==> src/rtl/jtframe_dwnld_pack.sv <==
// ioctl byte stream to jtframe_sdram adapter: packs bytes into 16-bit words,
// queues them in a small FIFO and diverts the PROM region to a byte strobe.
module jtframe_dwnld_pack #(
    parameter [25:0] HEADER     = 26'd0,
    parameter [25:0] PROM_START = ~26'd0,
    parameter [25:0] BA1_START  = ~26'd0,
    parameter [25:0] BA2_START  = ~26'd0,
    parameter [25:0] BA3_START  = ~26'd0,
    parameter [0:0]  SWAB       = 1'b0,
    parameter int    FIFO_AW    = 2
) (
    input  logic        clk,
    input  logic        rst,
    input  logic        downloading,
    input  logic [25:0] ioctl_addr,
    input  logic [7:0]  ioctl_dout,
    input  logic        ioctl_wr,
    output logic [22:1] prog_addr,
    output logic [15:0] prog_data,
    output logic [1:0]  prog_mask,
    output logic        prog_we,
    output logic [1:0]  prog_ba,
    output logic        prom_we,
    input  logic        sdram_ack,
    output logic        header,
    output logic        busy,
    output logic        ovf,
    output logic        done
);
    localparam [25:0] NONE = ~26'd0;
    localparam int DEPTH = 1 << FIFO_AW;
    localparam int W = 42;  // {addr[21:0], ba[1:0], data[15:0], mask[1:0]}
    localparam [FIFO_AW:0] PTR_ONE = 1;

    logic [25:0] w_part;
    logic [22:0] w_start, w_eff;
    logic [1:0]  w_ba, w_bv, w_npv, w_npba;
    logic [15:0] w_bdata, w_merged, w_npdata;
    logic [21:0] w_npaddr;
    logic [W-1:0] w_pword;
    logic w_header, w_acc, w_prom, w_pack, w_lane, w_match;
    logic w_push, w_push_ok, w_pop, w_empty, w_full;

    logic [1:0]  r_pv, r_pba;
    logic [21:0] r_paddr;
    logic [15:0] r_pdata;
    logic [W-1:0] r_mem [DEPTH];
    logic [FIFO_AW:0] r_wp, r_rp;
    logic        r_we, r_prom_we, r_ovf, r_done, r_armed;
    logic [21:0] r_addr, r_prom_addr;
    logic [1:0]  r_ba, r_mask;
    logic [15:0] r_data;
    logic [7:0]  r_prom_data;

    generate
        if (HEADER != 26'd0) begin : g_hdr
            assign w_header = (ioctl_addr < HEADER) && downloading;
        end else begin : g_nohdr
            assign w_header = 1'b0;
        end
    endgenerate

    assign w_part = ioctl_addr - HEADER;

    // later checks override earlier ones, so the highest matching bank wins
    always_comb begin
        w_ba    = 2'd0;
        w_start = 23'd0;
        if (BA1_START != NONE && w_part >= BA1_START) begin w_ba = 2'd1; w_start = BA1_START[22:0]; end
        if (BA2_START != NONE && w_part >= BA2_START) begin w_ba = 2'd2; w_start = BA2_START[22:0]; end
        if (BA3_START != NONE && w_part >= BA3_START) begin w_ba = 2'd3; w_start = BA3_START[22:0]; end
    end

    assign w_eff    = w_part[22:0] - w_start;
    assign w_lane   = w_eff[0] ^ SWAB[0];
    assign w_acc    = ioctl_wr && downloading && !w_header;
    assign w_prom   = w_acc && (PROM_START != NONE) && (w_part >= PROM_START);
    assign w_pack   = w_acc && !w_prom;
    assign w_bv     = w_lane ? 2'b01 : 2'b10;
    assign w_bdata  = w_lane ? {8'h00, ioctl_dout} : {ioctl_dout, 8'h00};
    assign w_merged = w_lane ? {r_pdata[15:8], ioctl_dout} : {ioctl_dout, r_pdata[7:0]};
    assign w_match  = (r_pv != 2'b00) && (r_paddr == w_eff[22:1]) && (r_pba == w_ba);

    always_comb begin
        w_push   = 1'b0;
        w_pword  = {r_paddr, r_pba, r_pdata, ~r_pv};
        w_npv    = r_pv;
        w_npaddr = r_paddr;
        w_npba   = r_pba;
        w_npdata = r_pdata;
        if (w_pack) begin
            if (w_match) begin
                if ((r_pv | w_bv) == 2'b11) begin
                    w_push  = 1'b1;
                    w_pword = {r_paddr, r_pba, w_merged, 2'b00};
                    w_npv   = 2'b00;
                end else begin
                    w_npv    = r_pv | w_bv;
                    w_npdata = w_merged;
                end
            end else begin
                w_push   = (r_pv != 2'b00);
                w_npv    = w_bv;
                w_npaddr = w_eff[22:1];
                w_npba   = w_ba;
                w_npdata = w_bdata;
            end
        end else if (!downloading && r_pv != 2'b00) begin
            w_push = 1'b1;
            w_npv  = 2'b00;
        end
    end

    assign w_empty   = (r_wp == r_rp);
    assign w_full    = (r_wp[FIFO_AW] != r_rp[FIFO_AW]) &&
                       (r_wp[FIFO_AW-1:0] == r_rp[FIFO_AW-1:0]);
    assign w_pop     = !r_we && !w_empty;
    assign w_push_ok = w_push && (!w_full || w_pop);

    always_ff @(posedge clk) begin
        if (w_push_ok) r_mem[r_wp[FIFO_AW-1:0]] <= w_pword;
    end

    always_ff @(posedge clk) begin
        if (rst) begin
            r_pv <= 2'b00; r_pba <= 2'd0; r_paddr <= '0; r_pdata <= '0;
            r_wp <= '0; r_rp <= '0;
            r_we <= 1'b0; r_addr <= '0; r_ba <= 2'd0; r_data <= '0; r_mask <= 2'b00;
            r_prom_we <= 1'b0; r_prom_addr <= '0; r_prom_data <= '0;
            r_ovf <= 1'b0; r_done <= 1'b0; r_armed <= 1'b0;
        end else begin
            r_pv    <= w_npv;
            r_paddr <= w_npaddr;
            r_pba   <= w_npba;
            r_pdata <= w_npdata;
            if (w_push_ok) r_wp <= r_wp + PTR_ONE;
            if (w_push && !w_push_ok) r_ovf <= 1'b1;
            // a pop only happens with prog_we low, which guarantees the idle cycle between words
            if (w_pop) begin
                r_rp <= r_rp + PTR_ONE;
                {r_addr, r_ba, r_data, r_mask} <= r_mem[r_rp[FIFO_AW-1:0]];
                r_we <= 1'b1;
            end else if (r_we && sdram_ack) begin
                r_we <= 1'b0;
            end
            r_prom_we <= w_prom;
            if (w_prom) begin
                r_prom_addr <= w_part[21:0];
                r_prom_data <= ioctl_dout;
            end
            r_done <= 1'b0;
            if (w_acc) r_armed <= 1'b1;
            if (r_armed && !downloading && r_pv == 2'b00 && w_empty && !r_we) begin
                r_done  <= 1'b1;
                r_armed <= 1'b0;
            end
        end
    end

    assign prog_we   = r_we;
    assign prog_ba   = r_ba;
    assign prog_mask = r_mask;
    assign prom_we   = r_prom_we;
    assign prog_addr = r_prom_we ? r_prom_addr : r_addr;
    assign prog_data = r_prom_we ? {8'h00, r_prom_data} : r_data;
    assign header    = w_header;
    assign busy      = (r_pv != 2'b00) || !w_empty || r_we;
    assign ovf       = r_ovf;
    assign done      = r_done;
endmodule
==> config.mk <==
export PLATFORM = sky130hd
export DESIGN_NAME = jtframe_dwnld_pack
export DESIGN_NICKNAME = d
export VERILOG_FILES = /design/src/rtl/jtframe_dwnld_pack.sv
export SDC_FILE = /design/constraint.sdc
export NUM_CORES = 1
export LEC_CHECK = 0
export CORE_UTILIZATION = 35
export CTS_BUF_LIST = sky130_fd_sc_hd__clkbuf_4 sky130_fd_sc_hd__clkbuf_8 sky130_fd_sc_hd__clkbuf_16
export DETAILED_ROUTE_END_ITERATION = 10
export GPL_TIMING_DRIVEN = 0
export HOLD_SLACK_MARGIN = 0.03
export PLACE_DENSITY = 0.6
export SYNTH_ARGS = -nofsm -noshare
export SYNTH_HDL_FRONTEND = slang
export SYNTH_SLANG_ARGS = --single-unit
==> constraint.sdc <==
create_clock -name clk -period 5.9 [get_ports clk]
set_input_delay 1.18 -clock clk [delete_from_list [all_inputs] [get_ports clk]]
set_output_delay 1.18 -clock clk [all_outputs]
set_load 0.01 [all_outputs]
======== After elaboration in Yosys (flattened, before gate mapping) ========
Memories as Yosys holds them, arrays and structs flattened. A register that Yosys moved wholly into a read port is not among the register bits.
Cells that the tools add are included.
storage, ports and cells
  memories ................................ 1
  word-level logic and storage cells ...... 70
  input bits .............................. 39
  memory bits (writable) .................. 160
  flip-flop bits (word level) ............. 52
memory list
  name   words  width  read ports  clocked after memory_dff  wr ports  RTL line  RTL
  r_mem  4      40     1           1                         1         47        logic [W-1:0] r_mem [DEPTH];
operators by class
  add/subtract/negate cells ............... 2
  bitwise operators ....................... 3
  reduce and logical (&&, ||, !) cells .... 27
  muxes and demuxes ....................... 21
  equality and inequality tests ........... 6
operators by type and width
  operator                                                        number
  16-bit two-way mux                                              4
  18-bit two-way mux                                              3
  22-bit == test                                                  1
  1-bit logical AND                                               12
  2-bit two-way mux                                               5
  1-bit two-way mux                                               9
  3-bit by 1-bit adder with 3-bit output (second input constant)  2
  2-bit nonzero test                                              3
  1-bit logical NOT                                               5
  2-bit AND reduction                                             2
  3-bit == test                                                   1
  1-bit logical OR                                                3
  2-bit == test                                                   1
  2-bit == test (second input constant)                           1
  2-bit logical NOT                                               1
  2-bit inequality test (second input constant)                   1
  2-bit NOT                                                       1
  2-bit OR                                                        1
  2-bit OR reduction                                              1
  1-bit inequality test                                           1
  1-bit NOT                                                       1

======== Logic depth before layout (Yosys ltp) ========
Gate-level depths: netlist of run 1.
  depth in word-level cells ............... 9
  gate-level depth with buffers ........... 8
  mapped depth without buffers ............ 6

======== Worst setup path before layout of run 1 ========
No wires, ideal clock.
  kind .................................... input port to flip-flop
  start ................................... input ioctl_addr[3]
  end ..................................... memory r_mem[0][0] (netlist name) (enable)
  library setup time ...................... 0.401 ns
  data arrival time ....................... 3.348 ns
  cell stages on the path ................. 6
  required time ........................... 5.499 ns
  buffers on the path ..................... 0
  path slack .............................. 2.151 ns
  path through ............................ xnor2_1 -> nand4_1 -> nor4_4 -> and4_2 -> a22o_2 -> and2_1
on the way
  cells in the longest elaborated chain, start to end .. 7
ends and longest elaborated chain
  what                                     RTL line  RTL
  start, declared                          15        input logic [25:0] ioctl_addr,
  22-bit == test                           82        assign w_match = (r_pv != 2'b00) && (r_paddr == w_eff[22:1]) && (r_pba == w_ba);
  1-bit logical AND                        82
  1-bit two-way mux                        92        if (w_match) begin
  1-bit two-way mux                        91        if (w_pack) begin
  1-bit logical AND                        118       assign w_push_ok = w_push && (!w_full || w_pop);
  1-bit two-way mux                        121       if (w_push_ok) r_mem[r_wp[FIFO_AW-1:0]] <= w_pword;
  1-bit two-way mux (not written as such)  121
  end, declared                            47
Every way passes these cells.

======== Worst setup path after layout of run 1 ========
  start ................................... input ioctl_addr[9]
  end ..................................... memory r_mem[1][33] (netlist name) (enable)
Same word-level chain as after synthesis.

==> results of run 1 <==
-- Yosys cell counts, types with 2 or more instances --
library cell  count
edfxtp_1        160
nand2_1          95
dfxtp_1          90
a21oi_1          48
mux4_2           40
nor2_1           31
xnor2_1          24
clkbuf_1         23
mux2i_1          20
a22o_1           16
mux2_2           16
nand4_1           7
and2_1            5
buf_2             5
ha_1              5
buf_4             4
inv_1             3
nand2b_1          3
nand3_1           3
nor2b_1           3
xor2_1            3
and3_1            2
mux2_4            2
o21ai_0           2
-- state kept, by name, summed over array words and instances (netlist names) --
signal / count
r_addr: 22
prog_we: 1
r_armed: 1
r_pv: 2
r_mem: 160
r_data: 16
r_rp: 3
r_pdata: 16
r_wp: 3
ovf: 1
prog_mask: 2
r_paddr: 22
done: 1
-- cell usage in the layout, fill, tap and decap left out, drive strengths merged, types with 2 or more instances in the layout --
cell           netlist  layout
clkbuf              23      60
nor4                 2       2
mux4                40      40
nand2               95      95
nand3                4       4
buf                 12      15
mux2                19      19
mux2i               20      20
clkinv               0       7
dfxtp               90      90
nor2b                3       3
inv                  3       3
and2                 5       5
nand2b               3       3
xor2                 3       3
conb                 1       4
nor2                32      32
clkdlybuf4s50        0      79
and3                 2       2
edfxtp             160     160
a21oi               48      48
nor3                 2       2
o21ai                2       2
xnor2               24      24
nand4                7       7
ha                   5       5
a22o                17      17
-- tightest hold or removal path, delay by kind of cell (launching register included) --
| kind | cells | cell delay, ns |
|---|---|---|
| flops | 1 | 0.31 |
| simple gates | 1 | 0.05 |
| compound gates | 1 | 0.05 |
-- final timing paths --
| kind | depth (start not counted) | to | start | slack [ns] |
|---|---|---|---|---|
| max | 8 | r_mem[1][33] | ioctl_addr[9] | 2.09 |
| max reg2reg | 7 | r_mem[1][33] | r_paddr[8] | 2.85 |
| min reg2reg | 2 | r_data[7] | r_data[7] | 0.45 |
| min | 2 | r_data[7] | r_data[7] | 0.45 |
-- layer usage --
layer	share of wire	GRT usage	vias to the layer above
li1	-	-	2578
met1	0.45	0.199	2683
met2	0.49	0.259	119
met3	0.049	0.0266	24
met4	0.016	0.0383	0
met5	0	0	-
-- final cells by class --
type	count	area (um2)	area share
tap	341	427	0.0365
clock inverter	7	36.3	0.00310
buffer	35	180	0.0154
inverter	3	11.3	0.000963
multi-input combinational	350	2850	0.244
sequential	250	6610	0.565
clock buffer	37	728	0.0623
timing repair buffer	82	851	0.0728
-- cells by family after synthesis --
group                    after synthesis  share of synthesized area
multiplexers                          79                      0.137
AND/OR/NAND/NOR                      161                     0.0765
adder cells (fa/ha/maj)                5                    0.00650
other                                  1                   0.000390
flip-flops                           250                      0.687
AO/OA/AOI/OAI                         74                     0.0481
XOR/XNOR                              27                     0.0246
buffers and inverters                 38                     0.0199
-- power breakdown --
part           switching, mW  total (mW)  leakage [nW]  internal, mW
Combinational          0.416       0.784          1.36         0.367
Sequential            0.0610        2.02          2.26          1.95
Clock                  0.627        1.48         0.391         0.852
-- stage by stage --
stage	instance area, um2	hold slack (ns)	cells	util
2_1_floorplan	9630	0.442	638	-
3_3_place_gp	10900	0.442	1058	0.403
3_5_place_dp	10900	0.446	1061	0.405
4_1_cts	11700	0.456	1105	0.433
5_1_grt	11700	0.477	1105	0.434
6_report	11700	0.453	1105	0.434
==> metrics.md, run 1 <==
| Metric | Value |
|---|---|
| Status | `completed` |
| Critical path's slowest cell | `and2_2` |
| Congestion Overflow GR | `0` |
| Leakage | `4.02 nW` |
| Final setup viols | `0` |
| Area contributors post-synth | `edfxtp_1, dfxtp_1, mux4_2, nand2_1, a21oi_1` |
| CP Cell Sequence | `clkdlybuf4s50_1 > xnor2_1 > nand3_1 > nor3_2 > and4_2 > a22o_2 > and2_2 > buf_12` |
| Starting Density | `0.357` |
| Pre-CTS setup slack | `1.28 ns` |
| Initial antenna violation count | `0` |
| Hpwl dp | `13,600 um` |
| WL/cell | `18.7 um` |
| RD Place Congestion | `0.730` |
| Async SR Flop Fraction | `0` |
| Final hold vios | `0` |
| Worst setup path category | `in2reg` |
| Row count | `60` |
| Mapped cell area | `9620 um2` |
| CTS tree | `done` |
| Nature of the critical path endpoint | `register` |
| Fin Clk Skew | `0.0117 ns` |
| Overall global routing resource usage | `0.151` |
| CTS Sinks | `250` |
| Die height | `168 um` |
| Hold-fix buffers, CTS | `0` |
| Share of cells above drive strength 1 | `0.166` |
| Period utilisation layout | `0.646` |
| Die Footprint | `28,200 um2` |
| Wire length of the first global-routing pass | `32,200 um` |
| Via count | `5,404` |
| Final ANT Viol Nets | `0` |
| Vias in the first global route | `5,515` |
| Peak supply drop | `0.154 mV` |
| Number of enable flip-flop cells after synthesis | `160` |
| Top-area cell type share of the netlist area | `0.499` |
| Fillers | `2,427` |
| P&R area growth vs syn | `21.5%` |
| Cell count after synthesis | `635` |
| CTS max path bufs | `3` |
| Ys Warns | `0` |
| Slew HR | `0.375` |
| Required @ worst endpoint | `6.11 ns` |
| Bufs and invs on worst path | `2` |
| Slew Viols, Final | `0` |
| Yosys cell types | `49` |
| Maximum clock frequency | `262 MHz` |
| Largest net degree at the start of global routing | `42` |
| Port Buf Inserts | `79` |
| Worst Hold Class | `reg2reg` |
| Die Span X | `168 um` |
| Leading area contributor after synthesis | `edfxtp_1` |
| Synth Area per Inst | `15.2 um2` |
| Critical Path AT | `4.02 ns` |
| 1st-iter DRT viols | `292` |
| Max cap viols | `0` |
| Total power | `4.28 mW` |
| Sequential fraction of the synthesis area | `0.687` |
| Buffer count from post-CTS setup fixing | `0` |
| Crit-path max FO | `23` |
| Critical path startpoint category | `input port` |
| RSZ-0062 raised after global routing | `false` |
| Power Density | `366 nW/um2` |
| H-tree levels | `1` |
| Clk_lat worst skew | `0.51 ns` |
| Post-Route WL | `20,600 um` |
| Cts bufs inserted | `24` |
| #FFs+latches synth | `250` |
| Top FF cell, synth | `edfxtp_1` |
| Final net count | `790` |
| Core area | `27,000 um2` |
| Initial DRT Pass Iterations | `4` |
| DRC | `0` |
| Final min period | `3.81 ns` |
| Number of vias per cell | `4.89` |
| I/O pins | `87` |
| CTS resizes | `0` |
| Final setup margin | `2.09 ns` |
| Worst Tran Pin Value | `0.935 ns` |
| CP top delay family | `simple AND/OR/NAND/NOR gates` |
| Setup TNS | `0 ns` |
| Clock transition at path regs | `0.06 ns` |
| Clk root buf | `clkbuf_16` |
| Antenna cells | `0` |
| CP peak stage delay | `0.52 ns` |
No activity file was read; power rests on OpenSTA's default activity.
==> run 2: changes to the inputs <==
--- a/config.mk
+++ b/config.mk
@@ -10,7 +10,7 @@
 export DETAILED_ROUTE_END_ITERATION = 10
 export GPL_TIMING_DRIVEN = 0
 export HOLD_SLACK_MARGIN = 0.03
-export PLACE_DENSITY = 0.6
+export PLACE_DENSITY = 0.62
 export SYNTH_ARGS = -nofsm -noshare
 export SYNTH_HDL_FRONTEND = slang
 export SYNTH_SLANG_ARGS = --single-unit
==> constraint.sdc (replaced) <==
create_clock -name clk -period 3.3 [get_ports clk]
set_input_delay 0.66 -clock clk [delete_from_list [all_inputs] [get_ports clk]]
set_output_delay 0.66 -clock clk [all_outputs]
set_load 0.01 [all_outputs]
==> run 2 against run 1 <==
Net effect:
- flip-flop and latch count unchanged
- register-to-register slack got worse by 2.4 ns
- critical path type is now reg2out
- clock skew grew 0.0037 ns
==> metrics.md, run 2 (synthesis results as in run 1) <==
| Metric | Value |
|---|---|
| Initial antenna violation count | `0` |
| Worst Hold Class | `reg2reg` |
| Total power | `7.63 mW` |
| Via count | `5,411` |
| CTS max path bufs | `3` |
| Final ANT Viol Nets | `0` |
| Slew HR | `0.335` |
| Post-Route WL | `20,600 um` |
| P&R area growth vs syn | `21.6%` |
| DRC | `0` |
| I/O pins | `87` |
| Worst Tran Pin Value | `0.995 ns` |
| Clk_lat worst skew | `0.52 ns` |
| Port Buf Inserts | `79` |
| RD Place Congestion | `0.757` |
| Most frequent cells in the layout | `edfxtp_1, nand2_1, dfxtp_1, clkdlybuf4s50_1, a21oi_1` |
| Fin Clk Skew | `0.0155 ns` |
| Critical path's slowest cell | `clkdlybuf4s50_1` |
| 1st-iter DRT viols | `352` |
| Crit-path max FO | `6` |
| Setup TNS | `0 ns` |
| Cts bufs inserted | `24` |
| Share of cells above drive strength 1 | `0.165` |
| Worst setup path category | `reg2out` |
| Row count | `60` |
| WL/cell | `18.6 um` |
| Vias in the first global route | `5,593` |
| Core area | `27,000 um2` |
| Die Footprint | `28,200 um2` |
| Final setup margin | `0.0976 ns` |
| Final hold vios | `0` |
| CP Cell Sequence | `clkbuf_1 > xnor2_1 > nand3b_1 > or4_1 > clkdlybuf4s50_1` |
| Overall global routing resource usage | `0.151` |
| Most common cell after layout, fill and taps aside | `edfxtp_1` |
| H-tree levels | `1` |
| Final min period | `3.20 ns` |
| CTS tree | `done` |
| Hold-fix buffers, CTS | `0` |
| Period utilisation layout | `0.970` |
| Largest net degree at the start of global routing | `42` |
| Hpwl dp | `13,600 um` |
| Die height | `168 um` |
| Maximum clock frequency | `312 MHz` |
| Leakage | `4.00 nW` |
| Initial DRT Pass Iterations | `5` |
| Wire length of the first global-routing pass | `32,400 um` |
| Status | `completed` |
| Power Density | `652 nW/um2` |
| Congestion Overflow GR | `0` |
| Die Span X | `168 um` |
| GR peak layer | `met2` |
| Max cap viols | `0` |
| Buffer count from post-CTS setup fixing | `0` |
| Final setup viols | `0` |
| RSZ-0062 raised after global routing | `false` |
| CP peak stage delay | `0.57 ns` |
| M2 GR Usage | `0.256` |
| Pre-CTS setup slack | `-0.867 ns` |
| Fillers | `2,380` |
| CTS Sinks | `250` |
| Slew Viols, Final | `0` |
| Clock transition at path regs | `0.07 ns` |
| Starting Density | `0.357` |
| Critical Path AT | `2.54 ns` |
| Required @ worst endpoint | `2.64 ns` |
| Number of vias per cell | `4.90` |
| Global routing usage on met3 | `0.0289` |
| Antenna cells | `0` |
| Met1 Usage GRT | `0.198` |
| Critical path startpoint category | `register` |
| Final net count | `790` |
| Clk root buf | `clkbuf_16` |
| Max reg flops | `160` |
| Nature of the critical path endpoint | `output port` |
| Peak supply drop | `0.268 mV` |
==> run 2: area by class of cell <==
type / instances / area (um2) / area share
sequential: 250 / 6610 / 0.565
timing repair buffer: 82 / 858 / 0.0734
tap: 341 / 427 / 0.0365
buffer: 35 / 181 / 0.0155
multi-input combinational: 350 / 2850 / 0.244
clock inverter: 15 / 105 / 0.00898
inverter: 3 / 11.3 / 0.000963
clock buffer: 29 / 656 / 0.0560
==> run 2: stage by stage <==
stage	hold slack [ns]	instances	utilization	instance area (um2)
finish	0.453	1105	0.434	11700
global route	0.468	1105	0.434	11700
CTS	0.455	1105	0.434	11700
detailed placement	0.446	1061	0.405	10900
global placement	0.443	1058	0.403	10900
floorplan	0.442	638	-	9630
==> run 2: worst paths after layout <==
check | from | to | slack (ns) | depth (start not counted)
setup / recovery | r_rp[0] | busy | 0.1 | 5
setup reg to reg | r_paddr[8] | r_mem[1][21] | 0.41 | 7
hold reg to reg | r_data[15] | r_data[15] | 0.45 | 2
hold / removal | r_data[15] | r_data[15] | 0.45 | 2
==> run 2: power by group <==
group / total [mW] / switching [mW] / internal, mW
clock: 2.63 / 1.14 / 1.50
combinational: 1.40 / 0.739 / 0.658
sequential: 3.60 / 0.106 / 3.49
total: 7.63 / 1.98 / 5.65
==> run 2: what timing repair did <==
action,in CTS,in global routing
resized for setup,2,3
cloned,0,0
endpoints found under the setup margin,61,26
==> run 2: layer usage <==
layer | part of all wire | routed length [um] | vias up
met5 | 0 | 0 | -
met4 | 0.016 | 336 | 0
met3 | 0.048 | 979 | 27
met2 | 0.48 | 9950 | 96
met1 | 0.45 | 9290 | 2708
li1 | - | - | 2580
==> run 2: worst max-delay path: cells and delay by family, from the launching register on <==
kind	cells	cell delay, ns
and+or+nand+nor	2	0.63
buffers and inverters	2	0.88
DFF	1	0.33
xor gates and xnor gates	1	0.19
==> run 3: changes to the inputs <==
--- a/config.mk
+++ b/config.mk
@@ -11,6 +11,7 @@
 export GPL_TIMING_DRIVEN = 0
 export HOLD_SLACK_MARGIN = 0.03
 export PLACE_DENSITY = 0.62
+export SETUP_SLACK_MARGIN = 0.02
 export SYNTH_ARGS = -nofsm -noshare
 export SYNTH_HDL_FRONTEND = slang
 export SYNTH_SLANG_ARGS = --single-unit
==> run 3 against run 2 <==
Net effect:
- total power about the same
- hold slack about the same
- global-route usage did not move
- clock skew increased by 0.0010 ns
- die area unchanged
- sequential share of layout area about the same
- critical path depth is 3 higher
- clock power barely moved
- largest power group unchanged
- highest routed layer unchanged
==> metrics.md, run 3 (synthesis results as in run 1) <==
| Metric | Value |
|---|---|
| Status | `completed` |
| Max reg flops | `160` |
| Sequential power share | `0.472` |
| Congestion Overflow GR | `0` |
| CP Cell Sequence | `clkdlybuf4s50_1 > xnor2_1 > nand3_1 > nor3_2 > and4_2 > a22o_2 > and2_4 > buf_16` |
| Fin Clk Skew | `0.0165 ns` |
| Die height | `168 um` |
| Clk_lat worst skew | `0.52 ns` |
| Nature of the critical path endpoint | `register` |
| Max cap viols | `0` |
| Sw Share | `0.260` |
| Power Density | `653 nW/um2` |
| End of the worst hold path | `r_data[15]` |
| Leakage | `4.01 nW` |
| Peak supply drop | `0.268 mV` |
| Overall global routing resource usage | `0.151` |
| Starting Density | `0.357` |
| Vias in the first global route | `5,593` |
| Die Footprint | `28,200 um2` |
| Non-Filler Instances | `1,105` |
| Initial antenna violation count | `0` |
| Clk pwr share | `0.345` |
| Period utilisation layout | `0.949` |
| Required @ worst endpoint | `3.51 ns` |
| Clock transition at path regs | `0.07 ns` |
| Slew HR | `0.336` |
| Critical path's slowest cell | `clkdlybuf4s50_1` |
| Hold path cells | `2` |
| Wire length of the first global-routing pass | `32,400 um` |
| Share of cells above drive strength 1 | `0.166` |
| Largest net degree at the start of global routing | `42` |
| Core area | `27,000 um2` |
| H-tree levels | `1` |
| Fin area | `11,700 um2` |
| Placed Instance Area | `10,900 um2` |
| Internal power | `5.65 mW` |
| Worst Tran Pin Value | `0.995 ns` |
| Final ANT Viol Nets | `0` |
| Final min period | `3.13 ns` |
| Bufs and invs on worst path | `2` |
| 1st-iter DRT viols | `352` |
| CP top delay family | `simple AND/OR/NAND/NOR gates` |
| Die Span X | `168 um` |
| R2R Path Start | `r_paddr[8]` |
| Pre-CTS setup slack | `-0.867 ns` |
| Hpwl dp | `13,600 um` |
| Clk root buf | `clkbuf_16` |
| Maximum clock frequency | `319 MHz` |
| Post-Route WL | `20,600 um` |
| Via count | `5,403` |
| Critical Path AT | `3.35 ns` |
| RR Endpoint | `r_mem[1][21]` |
| Row count | `60` |
| Logic pwr share | `0.183` |
| Slew Viols, Final | `0` |
| Fillers | `2,379` |
| CTS tree | `done` |
| Most frequent cells in the layout | `edfxtp_1, nand2_1, dfxtp_1, clkdlybuf4s50_1, a21oi_1` |
| Worst setup path category | `in2reg` |
| DRC | `0` |
| CP peak stage delay | `0.45 ns` |
| Critical path startpoint category | `input port` |
| Total power | `7.64 mW` |
| Port Buf Inserts | `79` |
| CTS Sinks | `250` |
| RD Place Congestion | `0.757` |
| Final setup margin | `0.167 ns` |
| Number of vias per cell | `4.89` |
| Most common cell after layout, fill and taps aside | `edfxtp_1` |
| R2R Setup Slk | `0.40 ns` |
| Antenna cells | `0` |
| Final setup viols | `0` |
| RSZ-0062 raised after global routing | `false` |
| Final net count | `790` |
| P_sw | `1.99 mW` |
| Worst Hold Class | `reg2reg` |
| Hold WS | `0.453 ns` |
| Cts bufs inserted | `24` |
| Initial DRT Pass Iterations | `4` |
| Final hold vios | `0` |
| Worst r2r path cells | `7` |
| I/O pins | `87` |
| P&R area growth vs syn | `21.6%` |
| CTS max path bufs | `3` |
| Placed cells | `1,061` |
| Crit-path max FO | `21` |
| HP Start | `r_data[15]` |
| WL/cell | `18.6 um` |
## run 3: power groups by stage
stage / sequential (mW) / clock, mW / combinational (mW)
CTS: 3.60 / 2.70 / 1.43
global placement: 3.66 / 0 / 1.41
global route: 3.62 / 2.82 / 1.54
finish: 3.60 / 2.64 / 1.40
floorplan: 3.71 / 0 / 0.747
detailed placement: 3.67 / 0 / 1.43
## run 3: routing by layer
layer	global-route usage	share of wire
met1	0.198	0.45
met3	0.0289	0.047
met2	0.256	0.48
met4	0.0391	0.016
met5	0	0
## run 3: final cells by class
type | instances | area (um2) | area share
plain buffers | 35 | 183 | 0.0156
inverters | 3 | 11.3 | 0.000963
flip-flops and latches | 250 | 6610 | 0.565
clock buffers | 29 | 656 | 0.0560
well taps | 341 | 427 | 0.0365
repair buffers | 82 | 858 | 0.0734
multi-input cells | 350 | 2850 | 0.244
clock inverters | 15 | 105 | 0.00898
## run 3: worst register-to-register path, cell delays in order (launching register included)
cell and delay [ns]:
dfxtp_1 0.36, xnor2_1 0.37, nand3_1 0.17, nor3_2 0.44, and4_2 0.38, a22o_2 0.24, and2_4 0.40, buf_16 0.23
## run 3: how the worst max path moves through the flow
stage,slack (ns),startpoint,depth (start not counted),endpoint
final,0.17,ioctl_addr[9],8,r_mem[1][21]
after global routing,0.07,ioctl_addr[10],8,r_mem[1][21]
after CTS,0.02,ioctl_addr[9],8,r_mem[0][33]
after detailed placement,-0.87,ioctl_addr[9],7,r_wp[2]
after global placement,-1.62,ioctl_addr[9],7,r_mem[0][23]
after floorplan,0.07,ioctl_addr[3],6,r_mem[0][0]
## run 3: timing repair
item / 4_1_cts / 5_1_grt
resized for setup: 2 / 5
hold endpoints to repair: 0 / 0
setup endpoints to repair: 61 / 53
setup buffers: 0 / 0
pin swaps: 0 / 0
hold buffers: 0 / 0
## run 3: stage by stage
step           setup TNS [ns]  utilization
2_1_floorplan               0            -
3_3_place_gp          -229.31        0.403
3_5_place_dp           -85.05        0.405
4_1_cts                     0        0.434
5_1_grt                     0        0.434
6_report                    0        0.434
